--- src/rtl/instr_fetch_unit.sv ---
// rtl/instr_fetch_unit.sv - PC holder, instruction fetch handshake and next-PC selection
// One instruction in flight: IDLE -> FETCH (wait for ready) -> EXEC (hold while stalled) -> FETCH.
module instr_fetch_unit #(
  parameter logic [31:0] RESET_PC   = 32'h0040_0000,
  parameter logic [5:0]  BEQ_OPCODE = 6'h04,
  parameter logic [5:0]  BNE_OPCODE = 6'h05
) (
  input  logic        i_clk,
  input  logic        i_reset,
  output logic        o_imem_req,
  output logic [31:0] o_imem_addr,
  input  logic        i_imem_ready,
  input  logic [31:0] i_imem_rdata,
  output logic [31:0] o_instr,
  output logic [5:0]  o_op,
  output logic        o_instr_valid,
  output logic [31:0] o_pc,
  output logic [31:0] o_pc_plus4,
  input  logic        i_jump,
  input  logic        i_branch,
  input  logic        i_alu_zero,
  input  logic        i_stall,
  output logic [31:0] o_retired_count
);

  typedef enum logic [1:0] {
    S_IDLE  = 2'd0,
    S_FETCH = 2'd1,
    S_EXEC  = 2'd2
  } state_t;

  state_t      r_state;
  logic [31:0] r_pc;
  logic [31:0] r_instr;
  logic        r_req;
  logic        r_valid;
  logic [31:0] r_retired;

  logic [31:0] w_pc_plus4;
  logic [31:0] w_branch_off;
  logic [31:0] w_next_pc;
  logic [5:0]  w_op;
  logic        w_taken;

  assign w_pc_plus4   = r_pc + 32'd4;
  assign w_op         = r_instr[31:26];
  assign w_branch_off = {{14{r_instr[15]}}, r_instr[15:0], 2'b00};

  // Branch is shared between BEQ and BNE; any other opcode with branch=1 falls through.
  always_comb begin
    w_taken   = 1'b0;
    w_next_pc = w_pc_plus4;
    if ((w_op == BEQ_OPCODE) && i_alu_zero)
      w_taken = 1'b1;
    if ((w_op == BNE_OPCODE) && !i_alu_zero)
      w_taken = 1'b1;
    if (i_jump)
      w_next_pc = {w_pc_plus4[31:28], r_instr[25:0], 2'b00};
    else if (i_branch && w_taken)
      w_next_pc = w_pc_plus4 + w_branch_off;
  end

  always_ff @(posedge i_clk or negedge i_reset) begin
    if (!i_reset) begin
      r_state   <= S_IDLE;
      r_pc      <= RESET_PC;
      r_instr   <= 32'd0;
      r_req     <= 1'b0;
      r_valid   <= 1'b0;
      r_retired <= 32'd0;
    end else begin
      case (r_state)
        S_IDLE: begin
          r_state <= S_FETCH;
          r_req   <= 1'b1;
        end
        S_FETCH: begin
          if (i_imem_ready) begin
            r_instr <= i_imem_rdata;
            r_req   <= 1'b0;
            r_valid <= 1'b1;
            r_state <= S_EXEC;
          end
        end
        S_EXEC: begin
          if (!i_stall) begin
            r_pc      <= w_next_pc;
            r_retired <= r_retired + 32'd1;
            r_valid   <= 1'b0;
            r_req     <= 1'b1;
            r_state   <= S_FETCH;
          end
        end
        default: begin
          r_state <= S_IDLE;
          r_req   <= 1'b0;
          r_valid <= 1'b0;
        end
      endcase
    end
  end

  assign o_imem_req      = r_req;
  assign o_imem_addr     = r_pc;
  assign o_instr         = r_instr;
  assign o_op            = w_op;
  assign o_instr_valid   = r_valid;
  assign o_pc            = r_pc;
  assign o_pc_plus4      = w_pc_plus4;
  assign o_retired_count = r_retired;

endmodule

--- config.mk ---
export PLATFORM = sky130hd
export DESIGN_NAME = instr_fetch_unit
export DESIGN_NICKNAME = d
export VERILOG_FILES = /design/src/rtl/instr_fetch_unit.sv
export SDC_FILE = /design/constraint.sdc
export NUM_CORES = 1
export LEC_CHECK = 0
export BUFFER_PORTS_ARGS = -buffer_cell sky130_fd_sc_hd__buf_2
export CAP_MARGIN = 20
export CELL_PAD_IN_SITES_DETAIL_PLACEMENT = 2
export CELL_PAD_IN_SITES_GLOBAL_PLACEMENT = 2
export CORE_ASPECT_RATIO = 2
export CORE_UTILIZATION = 31
export CTS_CLUSTER_SIZE = 12
export DETAILED_ROUTE_END_ITERATION = 10
export HOLD_SLACK_MARGIN = 0.15
export PLACE_DENSITY = 0.89
export SYNTH_ARGS = -nofsm -noshare
export SYNTH_HDL_FRONTEND = slang
export SYNTH_SLANG_ARGS = --single-unit
--- constraint.sdc ---
create_clock -name i_clk -period 4.7 [get_ports i_clk]
set_clock_uncertainty 0.05 [all_clocks]
set_input_delay 0.94 -clock i_clk [delete_from_list [all_inputs] [get_ports i_clk]]
set_output_delay 0.94 -clock i_clk [all_outputs]
set_load 0.03 [all_outputs]
---- After elaboration in Yosys (flattened, before gate mapping) ----
Index checks and enable logic that the tools add are counted.
operators by class
  multipliers ............................. 0
  multiplexer cells ....................... 13
  bitwise gates (word level) .............. 2
  $add $sub $neg .......................... 3
  $lt $le $gt $ge ......................... 0
  equal/unequal tests ..................... 6
  div/mod/pow operators ................... 0
  shifts and indexed selects .............. 0
  reduce and logical (&&, ||, !) cells .... 9
operators with widths
  cell                                                 count
  two-way mux 32 bit                                   2
  adder 32 x 1 -> 32 bit, second input constant        1
  adder 32 x 3 -> 32 bit, second input constant        1
  adder 32 bit                                         1
  equality test 6 x 3 -> 1 bit, second input constant  2
  two-way mux 1 bit                                    6
  case mux 1 bit (3 select lines)                      2
  case mux 2 bit (3 select lines)                      1
  AND reduction 2 bit                                  3
  two-way mux 2 bit                                    2
  inequality test 2 bit, second input constant         2
  logical AND 1 bit                                    3
  AND reduction 3 bit                                  1
  equality test 2 x 1 -> 1 bit, second input constant  1
  equality test 2 bit, second input constant           1
  logical NOT 2 bit                                    1
  inverter 1 bit                                       2
  logical NOT 1 bit                                    1
storage, ports and cells
  input bits .............................. 39
  ROM bits ................................ 0
  word-level logic and storage cells ...... 39
  memories ................................ 0
  output and inout port bits .............. 168
  RAM bits ................................ 0
  bits in latches ......................... 0
  register bits after elaboration ......... 100

---- Longest topological paths before layout ----
Gate-level depths: netlist of run 1.
  word-level depth ........................ 7
  gate-level depth with buffers ........... 16
  depth with buffers taken out ............ 16

---- Least setup slack after synthesis of run 1 ----
OpenSTA, ideal clock, no wires.
  kind .................................... register -> register
  from .................................... reg r_pc[4], in the netlist o_imem_addr[4]
  to ...................................... reg r_pc[31], in the netlist o_imem_addr[31]
  buffers on the path ..................... 1
  period minus slack after synthesis ...... 4186 ps
  stages on the path, launching flop included .. 17
  data arrival time ....................... 4044 ps
  slack ................................... 514 ps
  required time ........................... 4558 ps
  cell sequence ........................... dfrtp_1 -> and3_1 -> nand3_2 -> nor3_4 -> nand3_1 -> xnor2_1 -> ha_1 -> buf_2 -> nand4_1 -> nor3_1 -> o21ai_0 -> a211o_2 -> a31oi_4 -> a31oi_4 -> xnor2_2 -> and3_1 -> o31ai_2
between the ends
  cells in the longest elaborated chain, start to end .. 4
RTL lines
  element                   line  RTL
  start: declaration        33    logic [31:0] r_pc;
  start signal: assignment  87    r_pc <= w_next_pc;
  adder 32 x 3 -> 32 bit    45    assign w_pc_plus4 = r_pc + 32'd4;
  net o_pc_plus4[15]        18    output logic [31:0] o_pc_plus4,
  adder 32 bit              60    w_next_pc = w_pc_plus4 + w_branch_off;
  two-way mux 32 bit        59    else if (i_branch && w_taken)
  two-way mux 32 bit        57    if (i_jump)
The timed path passes the listed nets, and every way through them passes these cells.
A chain may end at the register's enable or synchronous reset.

---- Worst setup path after layout of run 1 ----
  from .................................... reg r_pc[4], in the netlist o_imem_addr[4]
  to ...................................... reg r_pc[31], in the netlist o_imem_addr[31]
between the ends
  cells in the longest elaborated chain, start to end .. 4
RTL lines
  element                   line
  adder 32 x 3 -> 32 bit *  45
  adder 32 bit              60
  two-way mux 32 bit        59
  two-way mux 32 bit *      57
Every way passes the cells marked *; elsewhere a longest branch is shown, timed or not.

==> results_dict.tcl, run 1 <==
set metrics [dict create \
    outcome "complete, no violations" \
    place.port_buffers 200 \
    total_clock_buffers_created_by_cts 9 \
    synth_area_leaders "dfrtp_1, ha_1, xnor2_1" \
    power-per-cell-area_nw_per_um2 886 \
    timing_worst_slew_pin_value_ps 1010 \
    detailed_place_hpwl_mm 20.8 \
    design.portCount 207 \
    number_of_post_cts_setup_repair_buffers 0 \
    grt_pass1_wl_mm 41.0 \
    post-synth-top-area-fraction_pct 35.5 \
    worst-path-max-fanout 7 \
    antenna_violations_before_repair 0 \
    ys.warnings.count 0 \
    critical_path.slowest_cell "nor3_4" \
    detail_route.vias_per_cell 5.48 \
    cts_root_buffer "clkbuf_16" \
    die-width_um 106 \
    total_congestion_overflow 0 \
    grt_start_max_net_pins 75 \
    all_layer_gr_usage_pct 24.2 \
    dieArea_um2 22500 \
    place_congestion 0.887 \
    setup_tns_ps 0 \
    max_freq_mhz 233 \
    critPathKind "register to register" \
    floorplan.initialDensity_pct 31.5 \
    top_cell_type_by_total_area_after_synthesis "dfrtp_1" \
    cap_violations 0 \
    slew_headroom_pct 32.5 \
    final_worst_path_cycle_share_pct 91.4 \
    route.detailed.wl_per_inst_um 22.5 \
    post_route_minimum_period_ps 4300 \
    clkLatencyLatePin_ps 370 \
    layout.cells.most_common "buf_2" \
    finalHoldViolCount 0 \
    critPathLaunchType "register" \
    synth_edf_count 0 \
    ys_dominant_reg_cell "dfrtp_1" \
    final_core_utilization_pct 37.8 \
    synth_cells 733 \
    layout.cells.most_common_list "buf_2, dfrtp_1, nand2_1" \
    syn-mean-instance-area_um2 9.24 \
    worst_ep_required_time_ps 4920 \
    netlist_area_um2 6770 \
    post-route-drc-count 0 \
    clock_tree.buffer_depth 2 \
    cts.clk_slew.worst_paths_ps 70 \
    synth.lib_cells_used.distinct 69 \
    cpPeakStageDelay_ps 490 \
    postSynthRegisterBits 97 \
    synth-seq-area-share_pct 35.9 \
    worst_hold_path_type "input pin to async pin" \
    maximum_level_of_the_cts_h_tree 3 \
    final-setup-viol-count 0 \
    wl_mm 26.3 \
    report.final.slew_viol_count 0 \
    leakagePower_nw 3.99 \
    num_rows 76 \
    async_s_r_ff_share_synth_pct 100 \
    diodes 0 \
    areaGrowthSynthToFinish_pct 19.9 \
    report.power.total_mw 7.19 \
    tritoncts "yes" \
    floorplan.core_area_um2 21500 \
    vdd_ir_drop_max_uv 403 \
    cp_data_arrival_time_ps 4520 \
    tritoncts_sink_count 97 \
    die_h_um 211 \
    postRouteAntennaNets 0 \
    post_route_cells_drive_above_1_share_pct 32.1 \
    end_kind "register" \
    dr.first_iter.drc_count 211 \
    routed-via-count 6427 \
    drt_pass1_iterations 4 \
    worstPathCellList "and3_1 > nand3_2 > nor3_4 > nand3_1 > xnor2_1 > ha_1 > nand4_1 > nor3_1 > o21ai_0 > a211o_2 > a31oi_4 > a31oi_4 > xnor2_2 > and3_1 > o31ai_2" \
    rsz0062_at_grt "no" \
    grt_pass1_vias 7262 \
    layout.nets 973 \
]
## critical path, delay by kind of cell, from the launching register on
kind                       cells  cell delay (ps)
AOI/OAI and AO/OA              5             1130
xor gates and xnor gates       2              350
adders and majority gates      1              450
DFF                            1              460
and+or+nand+nor                7             1750
## flip-flops by register name, summed over array words and instances (netlist names)
name and flops:
o_imem_addr 30, o_imem_req 1, o_instr 32, o_instr_valid 1
o_retired_count 32, r_state 1
## metrics by stage
stage               instances  hold slack (ps)  setup slack, ps  area [um^2]
floorplan                 738              455              514         6790
global placement         1157              404              561         7810
detailed placement       1157              417              406         7810
CTS                      1172              429              250         8090
global route             1173              399              144         8120
finish                   1173              384              404         8120
## kinds of logic after synthesis
family	after synthesis	share of synthesized area (%)
and+or+nand+nor	242	17.7
buffers and inverters	75	6.58
other	1	0.0554
muxes	38	6.23
adders and majority gates	38	7.13
DFF	97	35.9
xor gates and xnor gates	80	10.5
AOI/OAI and AO/OA	162	15.9
## synth_stat cells (all sizes together) (2+ instances only)
cell type / count
dfrtp: 96
nand2: 85
xnor2: 53
a21oi: 49
nor2: 49
buf: 48
o21ai: 44
ha: 37
mux2: 33
nand3: 28
xor2: 27
and3: 22
clkbuf: 17
nor3: 17
a21o: 12
inv: 10
a211oi: 9
nand4: 9
o211ai: 8
a31oi: 7
and4: 7
or3: 7
o21a: 6
o31ai: 6
mux2i: 5
and2: 4
or2: 4
a21boi: 3
o21bai: 3
o22ai: 3
a221o: 2
nand2b: 2
nand3b: 2
o41ai: 2
## power by group
part | total [mW] | leakage, nW | internal (mW) | switching (mW)
sequential | 1.58 | 1.22 | 1.12 | 0.468
clock | 0.734 | 0.135 | 0.375 | 0.359
combinational | 4.87 | 2.63 | 1.64 | 3.23
## routing by layer
layer,routed length [um],vias up,GRT usage [%]
li1,-,2867,-
met5,0,-,0
met3,861,77,3.15
met4,1580,0,15.2
met1,8770,3282,22.5
met2,15100,201,48.1
## layout make-up
class / instances / area [um^2]
Inverter: 10 / 37.5
Sequential cell: 97 / 2430
Multi-Input combinational cell: 566 / 3920
Fill cell: 2462 / 13400
Clock buffer: 10 / 239
Tap cell: 273 / 342
Timing Repair Buffer: 212 / 1110
Clock inverter: 5 / 38.8
## worst paths after layout
check,start,to,slack (ps),cells after the start
setup / recovery,o_imem_addr[4],o_imem_addr[31],400,15
hold / removal,i_reset,o_retired_count[10],380,1
max in group asynchronous,i_reset,o_retired_count[22],3230,3
setup reg to reg,o_imem_addr[4],o_imem_addr[31],400,15
hold reg to reg,o_retired_count[31],o_retired_count[31],420,1
min in group i_clk,o_retired_count[31],o_retired_count[31],420,1
## timing repair
action / 4_1_cts / 5_1_grt
gates resized for setup: 0 / 1
endpoints found under the hold margin: 0 / 0
endpoints found under the setup margin: 0 / 1
hold buffers: 0 / 0
(Power assumes the default switching activity.)
==> inputs of run 2 (changes only) <==
--- a/config.mk
+++ b/config.mk
@@ -5,7 +5,7 @@
 export SDC_FILE = /design/constraint.sdc
 export NUM_CORES = 1
 export LEC_CHECK = 0
-export BUFFER_PORTS_ARGS = -buffer_cell sky130_fd_sc_hd__buf_2
+export BUFFER_PORTS_ARGS = -buffer_cell sky130_fd_sc_hd__clkbuf_2
 export CAP_MARGIN = 20
 export CELL_PAD_IN_SITES_DETAIL_PLACEMENT = 2
 export CELL_PAD_IN_SITES_GLOBAL_PLACEMENT = 2
==> run 2 against run 1 <==
Compared with the run above:
- critical endpoint unchanged
- critical path type unchanged
- design area increased by 0.15%
- largest power group unchanged
- fmax rose by 0.23%
- wire length fell by 0.47%
- total power grew 1.1%
- worst hold slack better by 56 ps
- worst setup slack improved by 9.8 ps
- sequential share of layout area hardly changed
==> results_dict.tcl, run 2 (synthesized netlist as in run 1, its figures left out) <==
set metrics [dict create \
    routed-via-count 6418 \
    cap_violations 0 \
    drt_pass1_iterations 4 \
    areaGrowthSynthToFinish_pct 20.1 \
    dr.max_layer_used "met4" \
    final_core_utilization_pct 37.8 \
    worst-path-max-fanout 8 \
    critPathMostFrequentCell "nand4_1" \
    critical_path.n_buffers_inverters 0 \
    all_layer_gr_usage_pct 24.1 \
    finalNonFillerCells 1174 \
    floorplan.initialDensity_pct 31.5 \
    report.final.slew_viol_count 0 \
    grt_start_max_net_pins 75 \
    max_freq_mhz 233 \
    antenna_violations_before_repair 0 \
    cp_data_arrival_time_ps 4510 \
    clkLatencyLatePin_ps 380 \
    place.detailed.instances 1158 \
    die_h_um 211 \
    grt_pass1_wl_mm 40.7 \
    cpPeakStageDelay_ps 510 \
    detail_route.vias_per_cell 5.47 \
    critical_path.slowest_cell "dfrtp_1" \
    worstHoldPathCells 1 \
    die-width_um 106 \
    power-per-cell-area_nw_per_um2 894 \
    endpoint_of_the_worst_register_to_register_path "o_imem_addr[31]" \
    postRouteAntennaNets 0 \
    setup_tns_ps 0 \
    maximum_level_of_the_cts_h_tree 3 \
    total_congestion_overflow 0 \
    worstPathCellList "nand4_1 > nor3_4 > nand4_1 > xnor2_1 > ha_1 > nand4_1 > nor3_1 > o21ai_0 > a211o_2 > a31oi_4 > a31oi_4 > xnor2_2 > and3_1 > o31ai_2" \
    layout.nets 973 \
    drt-met1-wl_mm 9.05 \
    timing.reg2reg.worst_path_depth 14 \
    num_rows 76 \
    power.share.switching_pct 56.3 \
    total_clock_buffers_created_by_cts 9 \
    critical_path.endpoint "o_imem_addr[31]" \
    met3_wirelength_um 779 \
    place_congestion 0.928 \
    cp.depth 14 \
    comb_power_share_pct 66.9 \
    hold_slack_ps 440 \
    floorplan.core_area_um2 21500 \
    slew_headroom_pct 31.9 \
    portion_of_total_power_attributed_to_the_clock_network_pct 11.0 \
    timing_worst_slew_pin_value_ps 1020 \
    grt_pass1_vias 7096 \
    layout.cells.most_common_list "clkbuf_2, dfrtp_1, nand2_1" \
    layout.filler_cells 2447 \
    final-setup-viol-count 0 \
    post_route_minimum_period_ps 4290 \
    rsz0062_at_grt "no" \
    tritoncts_sink_count 97 \
    intPower_mw 3.17 \
    finalHoldViolCount 0 \
    cp-startpoint "o_imem_addr[7]" \
    post-route-drc-count 0 \
    worst_slack_ps 414 \
    cts_root_buffer "clkbuf_16" \
    wl_mm 26.2 \
    report.power.total_mw 7.27 \
    power_switching_mw 4.09 \
    critPathKind "register to register" \
    vdd_ir_drop_max_uv 331 \
    wl_met2_mm 15.0 \
    leakagePower_nw 3.97 \
    detailed_place_hpwl_mm 20.3 \
    dieArea_um2 22500 \
    diodes 0 \
    dr.first_iter.drc_count 142 \
    post_route_cells_drive_above_1_share_pct 32.2 \
    clock_tree.buffer_depth 2 \
    final_worst_path_cycle_share_pct 91.2 \
    design.portCount 207 \
    layout.cells.most_common "clkbuf_2" \
    end_kind "register" \
    placement.setup.worst_slack_ps 460 \
    tritoncts "yes" \
    rr_startpoint "o_imem_addr[7]" \
    outcome "complete, no violations" \
    worst_hold_path_type "register to register" \
    final_design_area_no_fill_um2 8130 \
    kind_of_cell_with_the_highest_combined_delay_on_the_critical_path "simple AND/OR/NAND/NOR gates" \
    worst_ep_required_time_ps 4930 \
    placement.cell_area_um2 7820 \
    critPathLaunchType "register" \
    route.detailed.wl_per_inst_um 22.3 \
    cts.clk_slew.worst_paths_ps 80 \
    timing.reg2reg.setup_slack_ps 410 \
    place.port_buffers 200 \
    share_seq_of_total_power_pct 22.1 \
]
[run 2: changes by cell type in the layout (fill, tap and decap cells not counted), sizes merged]
cell and change:
bufinv +1, buf -199, inv +1, clkbuf +199, clkinv -1
[run 2: routing by layer]
metal,up-vias,GRT usage (%)
met5,-,0
met1,3264,22.8
met4,0,15.2
li1,2894,-
met2,195,47.4
met3,65,2.87
[run 2: final cells by class]
| type | count | area [um^2] | share of cell area (%) |
|---|---|---|---|
| clock buffer | 10 | 239 | 2.94 |
| clock inverter | 6 | 71.3 | 0.877 |
| inverter | 10 | 37.5 | 0.462 |
| multi-input combinational | 566 | 3920 | 48.2 |
| sequential | 97 | 2430 | 29.9 |
| tap | 273 | 342 | 4.20 |
| timing repair buffer | 212 | 1090 | 13.4 |
[run 2: what timing repair did]
action,CTS,global route
endpoints found under the setup margin,0,1
buffers inserted,0,0
resized for setup,0,1
hold buffers,0,0
[run 2: power groups by stage]
| stage | sequential, mW | clock [mW] | combinational [mW] |
|---|---|---|---|
| floorplan | 2.00 | 0 | 3.06 |
| global placement | 1.60 | 0 | 4.63 |
| detailed placement | 1.62 | 0 | 4.81 |
| CTS | 1.61 | 0.822 | 4.87 |
| global route | 1.66 | 0.840 | 5.18 |
| finish | 1.61 | 0.802 | 4.86 |
[run 2: worst min-delay path by stage]
stage	slack, ps	to	from
after detailed placement	440	o_retired_count[24]	o_retired_count[24]
after global routing	460	o_retired_count[31]	o_retired_count[31]
final	440	o_retired_count[31]	o_retired_count[31]
after global placement	410	o_retired_count[31]	o_retired_count[31]
after floorplan	450	o_instr_valid	r_state[1]
after CTS	450	o_retired_count[24]	o_retired_count[24]
